<file path="src/rtl/uart_debug_ctrl.sv">
// uart_debug_ctrl: UART command sequencer that loads instruction memory and runs/steps the core
module uart_debug_ctrl #(
  parameter int             NB_DATA  = 32,
  parameter int             NB_BYTE  = 8,
  parameter int             NB_ADDR  = 10,
  parameter logic [NB_BYTE-1:0] CMD_LOAD = 8'h4C,
  parameter logic [NB_BYTE-1:0] CMD_RUN  = 8'h52,
  parameter logic [NB_BYTE-1:0] CMD_STEP = 8'h53,
  parameter logic [NB_BYTE-1:0] ACK      = 8'h06,
  parameter logic [NB_BYTE-1:0] NAK      = 8'h15
) (
  input  logic               i_clk,
  input  logic               i_reset,
  input  logic               i_rx_done,
  input  logic [NB_BYTE-1:0] i_rx_data,
  input  logic               i_tx_done,
  input  logic               i_cpu_halt,
  input  logic [NB_DATA-1:0] i_pc,
  output logic               o_tx_start,
  output logic [NB_BYTE-1:0] o_tx_data,
  output logic               o_imem_we,
  output logic [NB_ADDR-1:0] o_imem_addr,
  output logic [NB_DATA-1:0] o_imem_data,
  output logic               o_cpu_en
);
  localparam int NB_PAY = NB_DATA / NB_BYTE;
  localparam int NB_CNT = $clog2(NB_PAY + 1);
  localparam logic [NB_DATA-1:0] ACK_PAY = {ACK, {(NB_DATA-NB_BYTE){1'b0}}};
  localparam logic [NB_DATA-1:0] NAK_PAY = {NAK, {(NB_DATA-NB_BYTE){1'b0}}};
  typedef enum logic [2:0] {IDLE, LOAD_CNT, LOAD_BYTE, LOAD_WR, RUN, STEP, SEND, SEND_WAIT} state_t;
  state_t              state;
  logic [NB_BYTE-1:0]  word_cnt;
  logic [NB_CNT-1:0]   byte_cnt;
  logic [NB_CNT-1:0]   tx_left;
  logic [NB_DATA-1:0]  payload;
  // Command sequencer; the load shift register doubles as o_imem_data and the address counter as o_imem_addr
  always_ff @(posedge i_clk or negedge i_reset) begin
    if (!i_reset) begin
      state       <= IDLE;
      word_cnt    <= '0;
      byte_cnt    <= '0;
      tx_left     <= '0;
      payload     <= '0;
      o_tx_start  <= 1'b0;
      o_tx_data   <= '0;
      o_imem_we   <= 1'b0;
      o_imem_addr <= '0;
      o_imem_data <= '0;
      o_cpu_en    <= 1'b0;
    end else begin
      o_tx_start <= 1'b0;
      o_imem_we  <= 1'b0;
      case (state)
        IDLE: begin
          if (i_rx_done) begin
            if (i_rx_data == CMD_LOAD) begin
              state <= LOAD_CNT;
            end else if (i_rx_data == CMD_RUN) begin
              if (i_cpu_halt) begin
                payload <= i_pc;
                tx_left <= NB_CNT'(NB_PAY);
                state   <= SEND;
              end else begin
                o_cpu_en <= 1'b1;
                state    <= RUN;
              end
            end else if (i_rx_data == CMD_STEP) begin
              o_cpu_en <= 1'b1;
              state    <= STEP;
            end else begin
              payload <= NAK_PAY;
              tx_left <= NB_CNT'(1);
              state   <= SEND;
            end
          end
        end
        LOAD_CNT: begin
          if (i_rx_done) begin
            if (i_rx_data == '0) begin
              payload <= ACK_PAY;
              tx_left <= NB_CNT'(1);
              state   <= SEND;
            end else begin
              word_cnt    <= i_rx_data;
              o_imem_addr <= '0;
              byte_cnt    <= '0;
              state       <= LOAD_BYTE;
            end
          end
        end
        LOAD_BYTE: begin
          if (i_rx_done) begin
            o_imem_data <= {o_imem_data[NB_DATA-NB_BYTE-1:0], i_rx_data};
            if (byte_cnt == NB_CNT'(NB_PAY - 1)) begin
              byte_cnt  <= '0;
              o_imem_we <= 1'b1;
              state     <= LOAD_WR;
            end else begin
              byte_cnt <= byte_cnt + NB_CNT'(1);
            end
          end
        end
        LOAD_WR: begin
          o_imem_addr <= o_imem_addr + NB_ADDR'(1);
          word_cnt    <= word_cnt - NB_BYTE'(1);
          if (word_cnt == NB_BYTE'(1)) begin
            payload <= ACK_PAY;
            tx_left <= NB_CNT'(1);
            state   <= SEND;
          end else begin
            state <= LOAD_BYTE;
          end
        end
        RUN: begin
          if (i_cpu_halt) begin
            o_cpu_en <= 1'b0;
            payload  <= i_pc;
            tx_left  <= NB_CNT'(NB_PAY);
            state    <= SEND;
          end
        end
        STEP: begin
          if (o_cpu_en) begin
            o_cpu_en <= 1'b0;
          end else begin
            payload <= i_pc;
            tx_left <= NB_CNT'(NB_PAY);
            state   <= SEND;
          end
        end
        SEND: begin
          o_tx_start <= 1'b1;
          o_tx_data  <= payload[NB_DATA-1 -: NB_BYTE];
          payload    <= payload << NB_BYTE;
          tx_left    <= tx_left - NB_CNT'(1);
          state      <= SEND_WAIT;
        end
        SEND_WAIT: begin
          if (i_tx_done) state <= (tx_left != '0) ? SEND : IDLE;
        end
        default: state <= IDLE;
      endcase
    end
  end
endmodule

</file>
<file path="config.mk">
export PLATFORM = sky130hd
export DESIGN_NAME = uart_debug_ctrl
export DESIGN_NICKNAME = d
export VERILOG_FILES = /design/src/rtl/uart_debug_ctrl.sv
export SDC_FILE = /design/constraint.sdc
export NUM_CORES = 1
export LEC_CHECK = 0
export ABC_AREA = 1
export BUFFER_PORTS_ARGS = -buffer_cell sky130_fd_sc_hd__buf_4
export CAP_MARGIN = 30
export CORE_MARGIN = 10
export CORE_UTILIZATION = 35
export DETAILED_ROUTE_END_ITERATION = 12
export GPL_ROUTABILITY_DRIVEN = 0
export RECOVER_POWER = 50
export SLEW_MARGIN = 20
export SYNTH_ARGS = -nofsm -noshare
export SYNTH_HDL_FRONTEND = slang
export SYNTH_SLANG_ARGS = --single-unit
</file>
<file path="constraint.sdc">
create_clock -name i_clk -period 1.93 [get_ports i_clk]
set_input_delay 0.193 -clock i_clk [delete_from_list [all_inputs] [get_ports i_clk]]
set_output_delay 0.193 -clock i_clk [all_outputs]
set_load 0.01 [all_outputs]
</file>
==> results_dict.tcl, run 1 <==
set metrics [dict create \
    layout.cells.non_filler 1305 \
    p_leak_nw 4.34 \
    cts_max_path_buffers 2 \
    max_cap_violations 0 \
    sequentialPowerShare_pct 32.2 \
    relSlewSlack_pct 40.8 \
    ant_nets 0 \
    multi_input_area_um2 3270 \
    core_area_um2 18000 \
    drtPass1Iterations 4 \
    comb_power_share_pct 51.0 \
    hold_violations 0 \
    fin_ws_ps 178 \
    areaGrowthSynthToFinish_pct 21.0 \
    worstPathRequired_ps 2180 \
    cts_made_buffers 9 \
    regArea_um2 2550 \
    synth.avg_cell_area_um2 6.62 \
    hpwl_um 12900 \
    route.detailed.drc 0 \
    grt_max_degree 55 \
    wl_um 18400 \
    die_y_um 156 \
    first_global_vias 5987 \
    via_per_inst 4.81 \
    finalPower_w 0.0111 \
    grt_pass1_wl_um 31000 \
    clock_skew_ps 8.64 \
    hold_class "input port to flop" \
    synthCells 974 \
    initialDrtViolationCount 389 \
    fin_setup_tns_ps 0 \
    cp-start-kind "flop" \
    top_layer "met4" \
    post-place-ws_ps 84.5 \
    rows 49 \
    die_area_um2 24300 \
    fill_cells 1930 \
    synth.yosys.seq_area_share_pct 39.6 \
    route.met3.wl_um 801 \
    p_switching_w 0.00512 \
    cts_tree "done" \
    synth_cell_types 29 \
    start_util_pct 35.8 \
    powerDensity_nw_per_um2 1420 \
    numClockSinks 102 \
    ir_drop_mv 0.767 \
    syn-cell-area_um2 6450 \
    vias 6273 \
    critPathCaptureType "flop" \
    io_buffers 97 \
    rsz0062_at_grt "false" \
    dp_cells 1288 \
    min_period_ps 1750 \
    internal_power_w 0.00600 \
    clk_pin_slew_worst_paths_ps 80 \
    placed_area_um2 7590 \
    wl_per_cell_um 14.1 \
    track_usage_pct 15.3 \
    antenna_found_initial 0 \
    die_w_um 156 \
    finalSetupViolCount 0 \
    cts_setup_buffers 0 \
    cp.arrival_ps 2000 \
    fmax_ghz 0.571 \
    path_class "flop to flop" \
    htreeDepth 3 \
    p_sw_share_pct 46.0 \
    power.clock.fraction_pct 16.8 \
    root_buffer "clkbuf_16" \
    yosysTopAreaCell "dfrtp_1" \
    finish.instance_area_um2 7810 \
    overflow 0 \
    diodes 0 \
    min_period_over_period_pct 90.8 \
    yosysTopAreaCellShare_pct 39.6 \
    netlist_top_cells_area "dfrtp_1, nand2_1, nand3_1" \
    slew_violations 0 \
    syn-num-nets 1025 \
    drt-met1-wl_um 8970 \
    io_pins 98 \
    status "finished clean" \
    layout.nets 1122 \
    route.met2.wl_um 8380 \
    tightest_slew_ps 888 \
    ys_ff_latch 102 \
    ys_warn_count 0 \
    drive_gt1_share_pct 14.7 \
    clk_latency_ps 360 \
    cp_max_fo 35 \
]
[power by group through the flow]
stage | registers [W] | logic (W) | clock network [W]
2_1_floorplan | 0.00365 | 0.00357 | 0
3_3_place_gp | 0.00359 | 0.00573 | 0
3_5_place_dp | 0.00361 | 0.00581 | 0
4_1_cts | 0.00357 | 0.00583 | 0.00192
5_1_grt | 0.00371 | 0.00643 | 0.00200
6_report | 0.00358 | 0.00567 | 0.00187
[synthesized netlist by cell type, drive strengths merged]
cell type,count
o21bai,3
xor2,2
nor3,2
clkinv,2
o22ai,1
clkbuf,16
and2,1
nand4,32
o21ai,53
mux2,23
nand2,361
o21a,1
nor2,112
ha,6
buf,29
a21oi,12
inv,116
o31ai,1
dfrtp,102
nand3,99
[cell type report]
class,instances,area share (%)
multi-input cells,709,41.8
clock buffers,10,3.06
repair buffers,131,12.3
flip-flops and latches,102,32.7
clock inverters,6,0.753
well taps,229,3.67
inverters,118,5.67
[flip-flops by register name, indices dropped and copies added (netlist names)]
name / count
state: 3
o_tx_data: 8
o_cpu_en: 1
byte_cnt: 3
o_imem_data: 32
o_imem_we: 1
payload: 32
o_tx_start: 1
word_cnt: 8
o_imem_addr: 10
tx_left: 3
[worst max-delay path, stage by stage, from the launching register on]
cell and delay [ps]:
dfrtp_1 520, inv_2 110, nand3_2 130, inv_2 60, o21ai_1 110, nand2_1 120, nor2_4 200, nand2_8 200
nand2_1 110, nand2_1 60
[through the flow]
| step | hold slack [ps] | utilization (%) |
|---|---|---|
| 2_1_floorplan | -103 | - |
| 3_3_place_gp | 70.0 | 42.1 |
| 3_5_place_dp | 70.8 | 42.1 |
| 4_1_cts | 126 | 43.8 |
| 5_1_grt | 145 | 43.3 |
| 6_report | 138 | 43.3 |
[per-layer routing]
| layer | GRT usage [%] | vias up |
|---|---|---|
| met5 | 0 | - |
| met4 | 4.63 | 0 |
| li1 | - | 3263 |
| met1 | 21.0 | 2849 |
| met3 | 2.95 | 22 |
| met2 | 23.8 | 139 |
[path summary, 6_finish.rpt]
path | start | to | slack (ps) | depth (start not counted)
max | state[2] | payload[19] | 180 | 9
min | i_rx_data[1] | o_imem_data[1] | 140 | 2
max reg2reg | state[2] | payload[19] | 180 | 9
min reg2reg | payload[29] | payload[29] | 470 | 2
max in group asynchronous | i_reset | state[0] | 300 | 3
min in group asynchronous | i_reset | o_imem_addr[9] | 470 | 2
[placed cells by master, fill, tap and decap left out, types with 5 or more instances in the layout]
| master | n |
|---|---|
| nand2_1 | 359 |
| inv_1 | 112 |
| nor2_1 | 106 |
| dfrtp_1 | 101 |
| nand3_1 | 97 |
| buf_4 | 96 |
| o21ai_0 | 52 |
| nand4_1 | 32 |
| clkbuf_1 | 26 |
| mux2_2 | 23 |
| a21oi_1 | 12 |
| clkbuf_16 | 9 |
| ha_1 | 6 |
| buf_12 | 5 |
[timing repair]
| action | 4_1_cts | 5_1_grt |
|---|---|---|
| resized for setup | 0 | 5 |
| endpoints found under the hold margin | 48 | 0 |
| setup endpoints to repair | 0 | 38 |
| hold buffers | 1 | 0 |
[cell families (layout without fill, tap and decap cells)]
family	Yosys count	after routing	synth area share (%)
flops	102	102	39.6
compound gates	71	71	5.72
fa+ha+maj	6	6	1.16
buf+inv	163	265	10.1
xor+xnor	2	2	0.272
mux	23	23	4.01
simple gates	607	607	39.2
No activity file was read; power rests on OpenSTA's default activity.
==> inputs of run 2 (changes only) <==
--- a/config.mk
+++ b/config.mk
@@ -12,6 +12,7 @@
 export CORE_UTILIZATION = 35
 export DETAILED_ROUTE_END_ITERATION = 12
 export GPL_ROUTABILITY_DRIVEN = 0
+export PLACE_DENSITY_LB_ADDON = 0.05
 export RECOVER_POWER = 50
 export SLEW_MARGIN = 20
 export SYNTH_ARGS = -nofsm -noshare
==> results_dict.tcl, run 2 (synthesis results as in run 1) <==
set metrics [dict create \
    status "finished clean" \
    core_area_um2 18000 \
    worstPathRequired_ps 2230 \
    clk_latency_ps 360 \
    crit_start "word_cnt[1]" \
    ir_drop_mv 0.866 \
    most-common-layout-cells "nand2_1, inv_1, nor2_1, dfrtp_1, nand3_1" \
    start_util_pct 35.8 \
    wl_um 19200 \
    cts_max_path_buffers 2 \
    rsz0062_at_grt "false" \
    die_y_um 156 \
    drtPass1Iterations 5 \
    hpwl_um 13000 \
    wl_per_cell_um 14.8 \
    fmax_ghz 0.588 \
    cp_max_fo 35 \
    max_cap_violations 0 \
    fin_setup_tns_ps 0 \
    numClockSinks 102 \
    slew_violations 0 \
    tightest_slew_ps 823 \
    dp_cells 1283 \
    hold_class "input port to flop" \
    htreeDepth 3 \
    critPathCaptureType "flop" \
    track_usage_pct 16.2 \
    internal_power_w 0.00604 \
    initialDrtViolationCount 399 \
    layout.nets 1117 \
    via_per_inst 4.72 \
    relSlewSlack_pct 45.1 \
    route.detailed.drc 0 \
    antenna_found_initial 0 \
    worstHoldStart "i_rx_data[3]" \
    clk_pin_slew_worst_paths_ps 80 \
    mostFrequentLayoutCell "nand2_1" \
    layout.cells.non_filler 1300 \
    route.met2.wl_um 8450 \
    reg_top3 "o_imem_data: 32 flops, payload: 32 flops, o_imem_addr: 10 flops" \
    min_period_over_period_pct 88.1 \
    min_period_ps 1700 \
    areaGrowthSynthToFinish_pct 21.1 \
    ant_nets 0 \
    min_to "o_imem_data[3]" \
    path_class "flop to flop" \
    io_pins 98 \
    holdPathStages 3 \
    p_leak_nw 4.34 \
    rows 49 \
    vias 6131 \
    power.clock.fraction_pct 16.8 \
    route.met3.wl_um 842 \
    comb_power_share_pct 51.8 \
    rr_worst_depth 9 \
    finalSetupViolCount 0 \
    sequentialPowerShare_pct 31.5 \
    cp-start-kind "flop" \
    drive_gt1_share_pct 14.2 \
    top_layer "met4" \
    drt-met1-wl_um 9660 \
    cts_tree "done" \
    grt_max_degree 43 \
    overflow 0 \
    root_buffer "clkbuf_16" \
    cp.arrival_ps 1990 \
    first_global_vias 6151 \
    die_area_um2 24300 \
    p_sw_share_pct 46.4 \
    powerDensity_nw_per_um2 1440 \
    die_w_um 156 \
    timing.rr.end "payload[18]" \
    p_switching_w 0.00524 \
    r2r_slack_ps 230 \
    reg2reg_from "word_cnt[1]" \
    diodes 0 \
    hold_violations 0 \
    cts_made_buffers 9 \
    grt_pass1_wl_um 32300 \
    io_buffers 97 \
    clock_skew_ps 12.4 \
]
run 2: what timing repair did:
| action | in CTS | in global routing |
|---|---|---|
| endpoints found under the setup margin | 0 | 35 |
| endpoints found under the hold margin | 30 | 0 |
| setup buffers | 0 | 0 |
| gates resized for setup | 0 | 1 |
| hold buffers | 1 | 0 |
run 2: critical path, stage by stage (launching register included):
cell,delay [ps]
dfrtp_1,370
inv_1,100
ha_1,180
nand2_1,60
o21ai_0,170
nand2_1,130
nor2_4,190
buf_12,240
nand3_1,100
nand2_1,80
run 2: power groups by stage:
stage	sequential [W]	clock, W	combinational [W]
finish	0.00355	0.00189	0.00584
global route	0.00368	0.00203	0.00662
CTS	0.00356	0.00195	0.00606
detailed placement	0.00360	0	0.00603
global placement	0.00359	0	0.00601
floorplan	0.00365	0	0.00357
run 2: layout make-up:
type	count	area (µm²)
clock inverter	7	81.3
fill	1989	10200
multi-input combinational	709	3260
timing repair buffer	126	961
tap	229	287
clock buffer	9	225
sequential	102	2550
inverter	118	443
run 2: layer usage:
layer,GRT usage [%],up-vias
met5,0,-
met4,4.86,0
met3,2.78,15
met2,25.3,134
met1,22.4,2730
li1,-,3252
run 2: worst max path at each step:
stage             endpoint  slack, ps  cells after the start
3_3_place_gp   payload[31]        140                      8
4_1_cts        payload[29]        140                      9
2_1_floorplan   tx_left[0]        350                     10
6_report       payload[18]        230                      9
3_5_place_dp   payload[29]        150                      9
5_1_grt         payload[5]         30                      8
run 2: per-stage QoR:
stage               instance area, µm²  setup WS (ps)  power [W]  hold WS [ps]  utilization (%)
CTS                               7930            137     0.0116           135             44.0
global placement                  7610            144    0.00960           180             42.2
floorplan                         6450            353    0.00722          -103                -
finish                            7810            230     0.0113           137             43.3
detailed placement                7610            147    0.00963           181             42.2
global route                      7810           30.1     0.0123           155             43.3
==> inputs of run 3 (changes only) <==
--- a/config.mk
+++ b/config.mk
@@ -8,6 +8,7 @@
 export ABC_AREA = 1
 export BUFFER_PORTS_ARGS = -buffer_cell sky130_fd_sc_hd__buf_4
 export CAP_MARGIN = 30
+export CORE_ASPECT_RATIO = 1.1
 export CORE_MARGIN = 10
 export CORE_UTILIZATION = 35
 export DETAILED_ROUTE_END_ITERATION = 12
==> constraint.sdc (replaced) <==
create_clock -name i_clk -period 1.68 [get_ports i_clk]
set_input_delay 0.168 -clock i_clk [delete_from_list [all_inputs] [get_ports i_clk]]
set_output_delay 0.168 -clock i_clk [all_outputs]
set_load 0.01 [all_outputs]
==> results_dict.tcl, run 3 (synthesis results as in run 1) <==
set metrics [dict create \
    status "finished clean" \
    fin_ws_ps 13.4 \
    post-place-ws_ps -52.2 \
    mostFrequentLayoutCell "nand2_1" \
    die_area_um2 24300 \
    vias 6405 \
    path_buf_inv 2 \
    grt_pass1_wl_um 32500 \
    numClockSinks 102 \
    first_global_vias 6271 \
    cp-start-kind "flop" \
    hold_violations 0 \
    clk_pin_slew_worst_paths_ps 80 \
    multi_input_area_um2 3330 \
    clock_skew_ps 7.69 \
    fill_cells 1913 \
    regArea_um2 2550 \
    io_pins 98 \
    cp.arrival_ps 1920 \
    top_layer "met4" \
    finalSetupViolCount 0 \
    htreeDepth 3 \
    route.met3.wl_um 1040 \
    critPathCaptureType "flop" \
    overflow 0 \
    clk_latency_ps 360 \
    hold_class "input port to flop" \
    postLayoutCoreUtil_pct 45.5 \
    min_to "word_cnt[5]" \
    layout.nets 1151 \
    cts_tree "done" \
    powerDensity_nw_per_um2 1720 \
    critical-path-top-delay-family "simple AND/OR/NAND/NOR gates" \
    crit_slowest_cell "dfrtp_1" \
    wl_um 20200 \
    route.detailed.drc 0 \
    core_area_um2 18300 \
    reg_top3 "o_imem_data: 32 flops, payload: 32 flops, o_imem_addr: 10 flops" \
    slew_violations 0 \
    areaGrowthSynthToFinish_pct 29.0 \
    most-common-layout-cells "nand2_1, buf_4, inv_1, nor2_1, dfrtp_1" \
    path_cells "inv_2 > nand2_2 > nor2_4 > nand3_1 > nand2_2 > nor2_4 > nand2_4 > clkbuf_16 > nand2_1 > nand2_1" \
    ir_drop_mv 0.754 \
    rsz0062_at_grt "true" \
    r2r_slack_ps 10 \
    worstPathRequired_ps 1930 \
    cts_max_path_buffers 2 \
    timing.rr.end "payload[2]" \
    path_class "flop to flop" \
    fmax_ghz 0.600 \
    route.met2.wl_um 9900 \
    reg2reg_from "state[1]" \
    drive_gt1_share_pct 20.5 \
    antenna_found_initial 0 \
    track_usage_pct 16.4 \
    root_buffer "clkbuf_16" \
    worstHoldStart "i_rx_data[5]" \
    min_period_over_period_pct 99.2 \
    holdPathStages 5 \
    max_cap_violations 0 \
    cp_max_fo 9 \
    rows 52 \
    relSlewSlack_pct 34.7 \
    min_period_ps 1670 \
    dp_cells 1320 \
    rr_worst_depth 10 \
    critPathMaxStageDelay_ps 420 \
    via_per_inst 4.75 \
    io_buffers 97 \
    initialDrtViolationCount 321 \
    p_leak_nw 4.61 \
    layout.cells.non_filler 1348 \
    wl_per_cell_um 15.0 \
    grt_max_degree 103 \
    tightest_slew_ps 980 \
    hpwl_um 13500 \
    worst-path-stages 10 \
    start_util_pct 35.3 \
    drt-met1-wl_um 9030 \
    die_w_um 149 \
    die_y_um 162 \
    diodes 0 \
    fin_setup_tns_ps 0 \
    ant_nets 0 \
    cts_made_buffers 9 \
    drtPass1Iterations 5 \
]
## run 3: how the worst max path moves through the flow
stage | startpoint | end | slack, ps
after CTS | state[1] | payload[9] | 30
after floorplan | state[2] | tx_left[0] | 100
after global placement | state[0] | payload[12] | 20
final | state[1] | payload[2] | 10
after global routing | state[0] | payload[24] | -90
after detailed placement | state[0] | payload[15] | -50
## run 3: where the power goes
group | internal [W] | total [W] | switching [W]
combinational | 0.00352 | 0.00811 | 0.00459
clock | 0.00104 | 0.00213 | 0.00109
sequential | 0.00336 | 0.00405 | 0.000686
total | 0.00793 | 0.0143 | 0.00636
## run 3: per-stage QoR
stage	hold slack (ps)	cell area, µm²	power, W
after floorplan	-128	6450	0.00829
after global placement	290	7800	0.0116
after detailed placement	293	7800	0.0116
after CTS	119	8110	0.0138
after global routing	151	8320	0.0155
final	128	8320	0.0143
## run 3: routing by layer
metal,GRT usage (%),vias to the layer above
met3,3.92,13
met5,0,-
met1,20.7,2971
met4,4.33,0
met2,27.2,113
li1,-,3308
## run 3: what timing repair did
action | 4_1_cts | 5_1_grt
gates cloned | 0 | 5
resized for setup | 3 | 29
endpoints found under the setup margin | 37 | 82
setup buffers | 0 | 7
pin swaps | 0 | 7
endpoints found under the hold margin | 102 | 0
hold buffers | 1 | 0
## run 3: worst min-delay path, delay by kind of cell
kind / cells / cell delay, ps
and+or+nand+nor: 4 / 190
buffers and inverters: 1 / 100
## run 3: final cells by class
type | instances | share of cell area, %
timing repair buffer | 159 | 16.7
clock buffer | 9 | 2.71
multi-input combinational | 709 | 40.0
sequential | 102 | 30.7
inverter | 118 | 5.37
clock inverter | 7 | 0.797
tap | 243 | 3.65
timing repair inverter | 1 | 0.0902
